### config.mk
export PLATFORM = sky130hd
export DESIGN_NAME = cache_fsm_burst
export DESIGN_NICKNAME = d
export VERILOG_FILES = /design/src/rtl/cache_fsm_burst.sv
export SDC_FILE = /design/constraint.sdc
export NUM_CORES = 1
export LEC_CHECK = 0
export ABC_AREA = 1
export CAP_MARGIN = 20
export CORE_UTILIZATION = 34
export DETAILED_ROUTE_END_ITERATION = 16
export GPL_TIMING_DRIVEN = 0
export PLACE_DENSITY = 0.74
export REMOVE_ABC_BUFFERS = 1
export SETUP_SLACK_MARGIN = 0.3
export SLEW_MARGIN = 10
export SYNTH_ARGS = -nofsm -noshare
export SYNTH_HDL_FRONTEND = slang
export SYNTH_SLANG_ARGS = --single-unit
### constraint.sdc
create_clock -name clk -period 1.15 [get_ports clk]
set_input_delay 0.345 -clock clk [delete_from_list [all_inputs] [get_ports clk]]
set_output_delay 0.345 -clock clk [all_outputs]
set_load 0.005 [all_outputs]
### src/rtl/cache_fsm_burst.sv
// Cache controller FSM: lookup, burst write-back, burst line fill and optional write-around.
// Build macro CACHE_FSM_WRITE_ALLOCATE_EN: defined = write misses allocate, undefined = write misses go around the cache.
module cache_fsm_burst #(
  parameter int WAYS  = 4,
  parameter int BEATS = 16,
  localparam int WAY_W  = $clog2(WAYS),
  localparam int BEAT_W = $clog2(BEATS)
) (
  input  logic              clk,
  input  logic              reset,
  input  logic              cpu_req,
  input  logic              cpu_we,
  output logic              cpu_ack,
  output logic              busy,
  input  logic              hit,
  input  logic [WAY_W-1:0]  hit_way,
  input  logic [WAY_W-1:0]  victim_way,
  input  logic              victim_valid,
  input  logic              victim_dirty,
  output logic              mem_req,
  output logic              mem_we,
  output logic              mem_single,
  input  logic              mem_ready,
  output logic [BEAT_W-1:0] beat,
  output logic [WAY_W-1:0]  way_sel,
  output logic              line_we,
  output logic              tag_we,
  output logic              word_we,
  output logic              set_dirty,
  output logic              lru_update,
  output logic [2:0]        state
);

  typedef enum logic [2:0] {
    ST_IDLE    = 3'd0,
    ST_LOOKUP  = 3'd1,
    ST_HIT     = 3'd2,
    ST_WB      = 3'd3,
    ST_FILL    = 3'd4,
    ST_WAROUND = 3'd5
  } state_t;

  localparam logic [BEAT_W-1:0] LAST_BEAT = BEAT_W'(BEATS - 1);

  state_t              state_r, state_s;
  logic [BEAT_W-1:0]   beat_r, beat_s;
  logic [WAY_W-1:0]    way_sel_r, way_sel_s;
  logic                we_r, we_s;
  logic                write_around_s;

`ifdef CACHE_FSM_WRITE_ALLOCATE_EN
  assign write_around_s = 1'b0;
`else
  assign write_around_s = we_r;
`endif

  assign state   = state_r;
  assign beat    = beat_r;
  assign way_sel = way_sel_r;
  assign busy    = (state_r != ST_IDLE);

  // State, beat counter, captured way and captured write flag
  always_ff @(posedge clk) begin
    if (reset) begin
      state_r   <= ST_IDLE;
      beat_r    <= '0;
      way_sel_r <= '0;
      we_r      <= 1'b0;
    end else begin
      state_r   <= state_s;
      beat_r    <= beat_s;
      way_sel_r <= way_sel_s;
      we_r      <= we_s;
    end
  end

  // Next-state decode and Moore outputs; line_we, tag_we and write-around ack follow mem_ready
  always_comb begin
    state_s    = state_r;
    beat_s     = beat_r;
    way_sel_s  = way_sel_r;
    we_s       = we_r;
    cpu_ack    = 1'b0;
    mem_req    = 1'b0;
    mem_we     = 1'b0;
    mem_single = 1'b0;
    line_we    = 1'b0;
    tag_we     = 1'b0;
    word_we    = 1'b0;
    set_dirty  = 1'b0;
    lru_update = 1'b0;
    case (state_r)
      ST_IDLE: begin
        if (cpu_req) begin
          state_s = ST_LOOKUP;
          we_s    = cpu_we;
        end else begin
          state_s = ST_IDLE;
        end
      end
      ST_LOOKUP: begin
        if (hit) begin
          way_sel_s = hit_way;
          state_s   = ST_HIT;
        end else begin
          way_sel_s = victim_way;
          if (write_around_s) begin
            state_s = ST_WAROUND;
          end else if (victim_valid && victim_dirty) begin
            state_s = ST_WB;
          end else begin
            state_s = ST_FILL;
          end
        end
      end
      ST_HIT: begin
        lru_update = 1'b1;
        cpu_ack    = 1'b1;
        word_we    = we_r;
        set_dirty  = we_r;
        state_s    = ST_IDLE;
      end
      ST_WB: begin
        mem_req = 1'b1;
        mem_we  = 1'b1;
        if (mem_ready) begin
          if (beat_r == LAST_BEAT) begin
            beat_s  = '0;
            state_s = ST_FILL;
          end else begin
            beat_s  = beat_r + BEAT_W'(1);
          end
        end else begin
          beat_s = beat_r;
        end
      end
      ST_FILL: begin
        mem_req = 1'b1;
        line_we = mem_ready;
        if (mem_ready) begin
          if (beat_r == LAST_BEAT) begin
            tag_we  = 1'b1;
            beat_s  = '0;
            state_s = ST_HIT;
          end else begin
            beat_s  = beat_r + BEAT_W'(1);
          end
        end else begin
          beat_s = beat_r;
        end
      end
      ST_WAROUND: begin
`ifdef CACHE_FSM_WRITE_ALLOCATE_EN
        state_s = ST_IDLE;
`else
        mem_req    = 1'b1;
        mem_we     = 1'b1;
        mem_single = 1'b1;
        cpu_ack    = mem_ready;
        if (mem_ready) begin
          state_s = ST_IDLE;
        end else begin
          state_s = ST_WAROUND;
        end
`endif
      end
      default: begin
        state_s = ST_IDLE;
      end
    endcase
  end

endmodule

==> qor.txt, run 1 <==
Worst-Skew Late Latency - 0.28 ns
FP Rows - 14
Area occupied by registers - 226 µm²
CP Cell Sequence - buf_6, nor2_4, nand2_4, nor2_1, buf_2
H-tree depth - 1
Max Freq - 0.615 GHz
Routed Antenna Nets - 0
Leakage power - 0.000661 µW
CTS tree - built
Port Buffers - 30
GRT Residual Overflow - 0
Worst slew pin tran - 0.353 ns
CP Launch Type - flip-flop
Hold path cells - 2
Drt drc - 6
Global-route wire length before repair - 4.03 mm
Nets - 167
Sequential fraction of the synthesis area - 34.3%
Worst IR Drop VDD - 955 µV
CP max stage delay - 0.38 ns
Switch Pwr - 500 µW
Largest delay share family, worst path - flip-flops
Ports - 31
WL final - 3.52 mm
FF+latch count, synth - 10
GP Congestion - 0.790
R2R cell count - 11
Via/cell ratio - 6.15
Area grow syn2layout - 135%
Cells after DPL - 134
Cts hold-fix bufs - 0
Cell variety after synth - 20
RSZ-0062 raised after global routing - true
Net Sw Frac - 38.1%
CP bufs+invs - 2
Initial DRC Count - 70
Int Power - 810 µW
TritonCTS sink count - 10
Pre-CTS setup slack - -1.03 ns
Power density cells - 954 nW/µm²
Yosys Warn Count - 0
Die area - 1880 µm²
Share of layout cells above drive strength 1 - 64.5%
Detailed Routing Iterations Pass 1 - 10
GRT Total Usage - 30.4%
Comb power frac - 46.6%
Worst EP arrival - 1.28 ns
Setup Skew - 0.0111 ns
Worst path required time - 0.81 ns
Area of the multi-input gates - 504 µm²
Max cap viols - 0
Critical path depth - 5
Max transition margin - 76.5%
Finished Layout Cells - 168
CTS root buffer - clkbuf_4
Final-report hold violation count - 0
Seq pwr share - 32.7%
Clk pwr share - 20.7%
HPWL Detailed - 1.17 mm
WL/cell - 21.0 µm
Violated checks - DRC, setup timing
Status - finished, violations left
Setup Crit Path Kind - flip-flop to output port
Critical path endpoint category - output port
Die width - 43.4 µm
Core Box Area - 1560 µm²
Fillers - 81
Cell count after synthesis - 89
Initial antenna violation count - 0
Clock Tree Buf Depth - 2
HP Class - input pin to flip-flop
Slowest CP cell - dfxtp_4
Clock Pin Slew Worst Setup and Hold Paths - 0.08 ns
Post-Syn Area per Cell - 6.55 µm²
# setup viols final - 26
Slew Limit Fails - 0
Synth Cell Area - 583 µm²
Crit path time final - 1.62 ns
Die Height - 43.4 µm
Critical Path Fanout Max - 4
Pin count of the biggest net entering global routing - 8
Via count - 1034
Starting Density - 37.4%
Fin util - 88.0%
Crit share post-route - 141%
Vias in the first global route - 865
Num CTS Buffers - 3
# diodes - 0
Final worst setup slack - -0.475 ns
==> worst register-to-register path: cells and delay by family, from the launching register on <==
| kind | cells | cell delay, ns |
|---|---|---|
| flops | 1 | 0.38 |
| buf+inv | 3 | 0.35 |
| simple gates | 8 | 0.72 |
==> routing by layer <==
layer	wire [µm]	track usage, %	up-vias
li1	-	-	419
met1	1170	28.6	466
met2	1690	57.9	109
met3	360	7.08	40
met4	299	19.4	0
met5	0	0	-
==> cell usage in the layout (no fill, tap or decap), types with 2 or more instances in the layout <==
cell             synthesis  final
nor2_1                   9      6
inv_8                    0      2
nand2_4                  1      6
nand2_1                 22     15
clkdlybuf4s50_1          0      9
a21oi_2                  0      4
o21ai_2                  0      6
buf_6                    0     22
dfxtp_4                  0      6
a21oi_1                  8      4
buf_2                    0     11
nand3_1                  7      5
inv_1                    9      6
a31oi_1                  2      2
nand3_4                  0      2
nand2_2                  2      3
nor2_4                   0      4
buf_4                    1     16
clkbuf_4                 0      3
inv_2                    2      2
dfxtp_2                  0      3
==> synthesized netlist by cell type <==
master	count	share of area, %
xor2_1	1	1.5
nand2_1	22	14
buf_4	1	1.3
ha_1	1	2.1
nand4_1	1	1.1
nor2_1	9	5.8
inv_2	2	1.3
o21bai_2	1	1.9
nand3_2	1	1.7
o21ai_1	1	0.86
inv_1	9	5.8
a31oi_1	2	2.1
a21oi_1	8	6.9
nor3_1	1	0.86
nor2_2	2	2.1
o21ai_0	7	6.0
dfxtp_1	10	34
nand2_2	2	2.1
nand2_4	1	1.9
nand3_1	7	6.0
==> cells by family after synthesis <==
| group | Yosys count | synth area share [%] |
|---|---|---|
| adders and majority gates | 1 | 2.15 |
| buffers and inverters | 12 | 8.37 |
| DFF | 10 | 34.3 |
| and+or+nand+nor | 46 | 35.8 |
| xor gates and xnor gates | 1 | 1.50 |
| AOI/OAI and AO/OA | 19 | 17.8 |
==> cell type report <==
class | instances | area share [%]
sequential | 10 | 16.5
inverter | 11 | 4.28
multi-input combinational | 67 | 36.7
clock buffer | 3 | 1.64
timing repair buffer | 61 | 39.4
tap | 16 | 1.46
==> power groups by stage <==
stage / Combinational, µW / Sequential [µW] / Clock, µW
floorplan: 132 / 417 / 0
global placement: 300 / 418 / 0
detailed placement: 306 / 419 / 0
CTS: 455 / 416 / 254
global route: 642 / 430 / 295
finish: 611 / 428 / 271
==> sequential cells by signal, indices dropped and copies added (netlist names) <==
signal / count
beat: 4
state: 3
way_sel: 2
we_r: 1
==> metrics by stage <==
stage | total power [µW] | cell area, µm² | setup TNS [ns] | hold slack [ns]
after global routing | 1370 | 1370 | -7.93 | 0.396
after floorplan | 549 | 576 | -0.513 | 0.414
after global placement | 718 | 896 | -9.49 | 0.490
final | 1310 | 1370 | -6.91 | 0.398
after CTS | 1120 | 1210 | -4.87 | 0.519
after detailed placement | 725 | 896 | -9.74 | 0.495
==> final timing paths <==
| kind | start | endpoint | slack [ns] |
|---|---|---|---|
| min reg2reg | way_sel[0] | way_sel[0] | 0.52 |
| min | reset | beat[2] | 0.40 |
| max | state[1] | tag_we | -0.47 |
| max reg2reg | state[1] | beat[3] | -0.42 |
==> timing repair <==
action | CTS | global route
resized for setup | 132 | 38
buffers inserted | 27 | 4
pin swaps | 12 | 15
endpoints found under the setup margin | 29 | 29
Power figures use the tool's default switching activity.
==> inputs of run 2 (changes only) <==
--- a/config.mk
+++ b/config.mk
@@ -8,6 +8,7 @@
 export ABC_AREA = 1
 export CAP_MARGIN = 20
 export CORE_UTILIZATION = 34
+export CTS_BUF_LIST = sky130_fd_sc_hd__clkbuf_8 sky130_fd_sc_hd__clkbuf_16
 export DETAILED_ROUTE_END_ITERATION = 16
 export GPL_TIMING_DRIVEN = 0
 export PLACE_DENSITY = 0.74
==> qor.txt, run 2 (same netlist as run 1, synthesis figures left out) <==
Port Buffers - 30 (unchanged)
Final Power - 1350 µW (+3.4%)
Critical path endpoint category - output port
Leakage power - 0.000606 µW (-8.3%)
Starting Density - 37.4% (unchanged)
CTS root buffer - clkbuf_8
Crit path time final - 1.46 ns (-0.164 ns)
Seq pwr share - 31.6% (-1.1 points)
Ports - 31 (unchanged)
Most frequent cells in the layout - 20 x nand2_1, 18 x buf_6, 13 x buf_2
Max reg flops - 4 (unchanged)
Vias in the first global route - 796 (-8.0%)
GP Congestion - 0.790 (unchanged)
Global-route wire length before repair - 3.55 mm (-12%)
FP Rows - 14 (unchanged)
Switch Pwr - 463 µW (-7.3%)
GRT Residual Overflow - 0 (unchanged)
Worst-Skew Late Latency - 0.24 ns (-0.04 ns)
Max cap viols - 0 (unchanged)
Clock Tree Buf Depth - 2 (unchanged)
Setup Crit Path Kind - flip-flop to output port
Most common cell after layout, fill and taps aside - nand2_1
Max transition margin - 79.1% (+2.7 points)
Initial antenna violation count - 0 (unchanged)
# diodes - 0 (unchanged)
WL/cell - 16.4 µm (-22%)
Share of layout cells above drive strength 1 - 60.0% (-4.5 points)
Fillers - 89 (+9.9%)
Via count - 896 (-13%)
Power density cells - 1050 nW/µm² (+10%)
Pin count of the biggest net entering global routing - 8 (unchanged)
# setup viols final - 22 (-15%)
CP Launch Type - flip-flop
TritonCTS sink count - 10 (unchanged)
Pre-CTS setup slack - -1.03 ns (unchanged)
Worst path required time - 0.81 ns (about the same)
Initial DRC Count - 35 (-50%)
Worst EP arrival - 1.12 ns (-0.16 ns)
Cts hold-fix bufs - 0 (unchanged)
Die Height - 43.4 µm (unchanged)
Max Freq - 0.685 GHz (+11%)
Slew Limit Fails - 0 (unchanged)
Worst IR Drop VDD - 1010 µV (+5.9%)
Crit share post-route - 127% (-14 points)
Area of the multi-input gates - 480 µm² (-4.7%)
Die width - 43.4 µm (unchanged)
Int Power - 892 µW (+10%)
Num CTS Buffers - 3 (unchanged)
CTS tree - built
Final worst setup slack - -0.310 ns (+0.164 ns)
Routed Antenna Nets - 0 (unchanged)
Via/cell ratio - 5.57 (-9.6%)
Clk pwr share - 28.2% (+7.5 points)
Status - finished, violations left
Critical Path Fanout Max - 3 (-1)
Setup Skew - 0.00458 ns (-0.00655 ns)
RSZ-0062 raised after global routing - true
HP Class - flip-flop to flip-flop
Area occupied by registers - 226 µm² (unchanged)
H-tree depth - 1 (unchanged)
Comb power frac - 40.2% (-6.4 points)
Clock Pin Slew Worst Setup and Hold Paths - 0.05 ns (-0.03 ns)
Final-report hold violation count - 0 (unchanged)
Core Box Area - 1560 µm² (unchanged)
Nets - 160 (-4.2%)
Violated checks - DRC, setup timing
Drt drc - 6 (unchanged)
HPWL Detailed - 1.17 mm (unchanged)
Worst slew pin tran - 0.313 ns (-0.0404 ns)
Net Sw Frac - 34.2% (-3.9 points)
WL final - 2.64 mm (-25%)
Detailed Routing Iterations Pass 1 - 10 (unchanged)
Die area - 1880 µm² (unchanged)
Area grow syn2layout - 121%
GRT Total Usage - 25.9% (-4.5 points)
## run 2: critical path: stages (launching register included)
cell	delay, ns
dfxtp_4	0.37
buf_6	0.13
buf_6	0.12
o21ai_2	0.12
buf_2	0.13
## run 2: final timing paths
path	startpoint	endpoint	slack, ns	cells past startpoint
min reg2reg	way_sel[0]	way_sel[0]	0.52	2
min	way_sel[0]	way_sel[0]	0.52	2
max reg2reg	state[1]	beat[3]	-0.18	9
max	state[1]	mem_req	-0.31	4
## run 2: area by class of cell
cell class | instances | share of cell area (%)
Timing Repair Buffer | 54 | 36.2
Tap cell | 16 | 1.55
Clock buffer | 3 | 3.21
Sequential cell | 10 | 17.6
Inverter | 11 | 4.18
Multi-Input combinational cell | 67 | 37.3
## run 2: repair_timing
action | 4_1_cts | 5_1_grt
setup buffers | 19 | 5
resized for setup | 129 | 30
pin swaps | 18 | 9
endpoints found under the setup margin | 29 | 29
## run 2: power by group through the flow
stage | combinational (µW) | sequential, µW | clock [µW]
global placement | 300 | 418 | 0
CTS | 432 | 413 | 362
finish | 544 | 428 | 382
detailed placement | 306 | 419 | 0
global route | 578 | 432 | 396
floorplan | 132 | 417 | 0
## run 2: per-layer routing
metal / track usage (%) / wire length (µm) / vias to the layer above
met5: 0 / 0 / -
met4: 14.4 / 97 / 0
met3: 5.83 / 164 / 14
met2: 47.3 / 1370 / 54
met1: 27.2 / 1010 / 418
li1: - / - / 410
## run 2: metrics by stage
step | instance area, µm² | std cells | hold slack (ns) | util [%] | setup TNS, ns
floorplan | 576 | 88 | 0.414 | - | -0.513
global placement | 896 | 134 | 0.490 | 57.5 | -9.49
detailed placement | 896 | 134 | 0.495 | 57.5 | -9.74
CTS | 1160 | 156 | 0.508 | 74.6 | -3.17
global route | 1290 | 161 | 0.529 | 82.6 | -4.88
finish | 1290 | 161 | 0.518 | 82.6 | -4.05
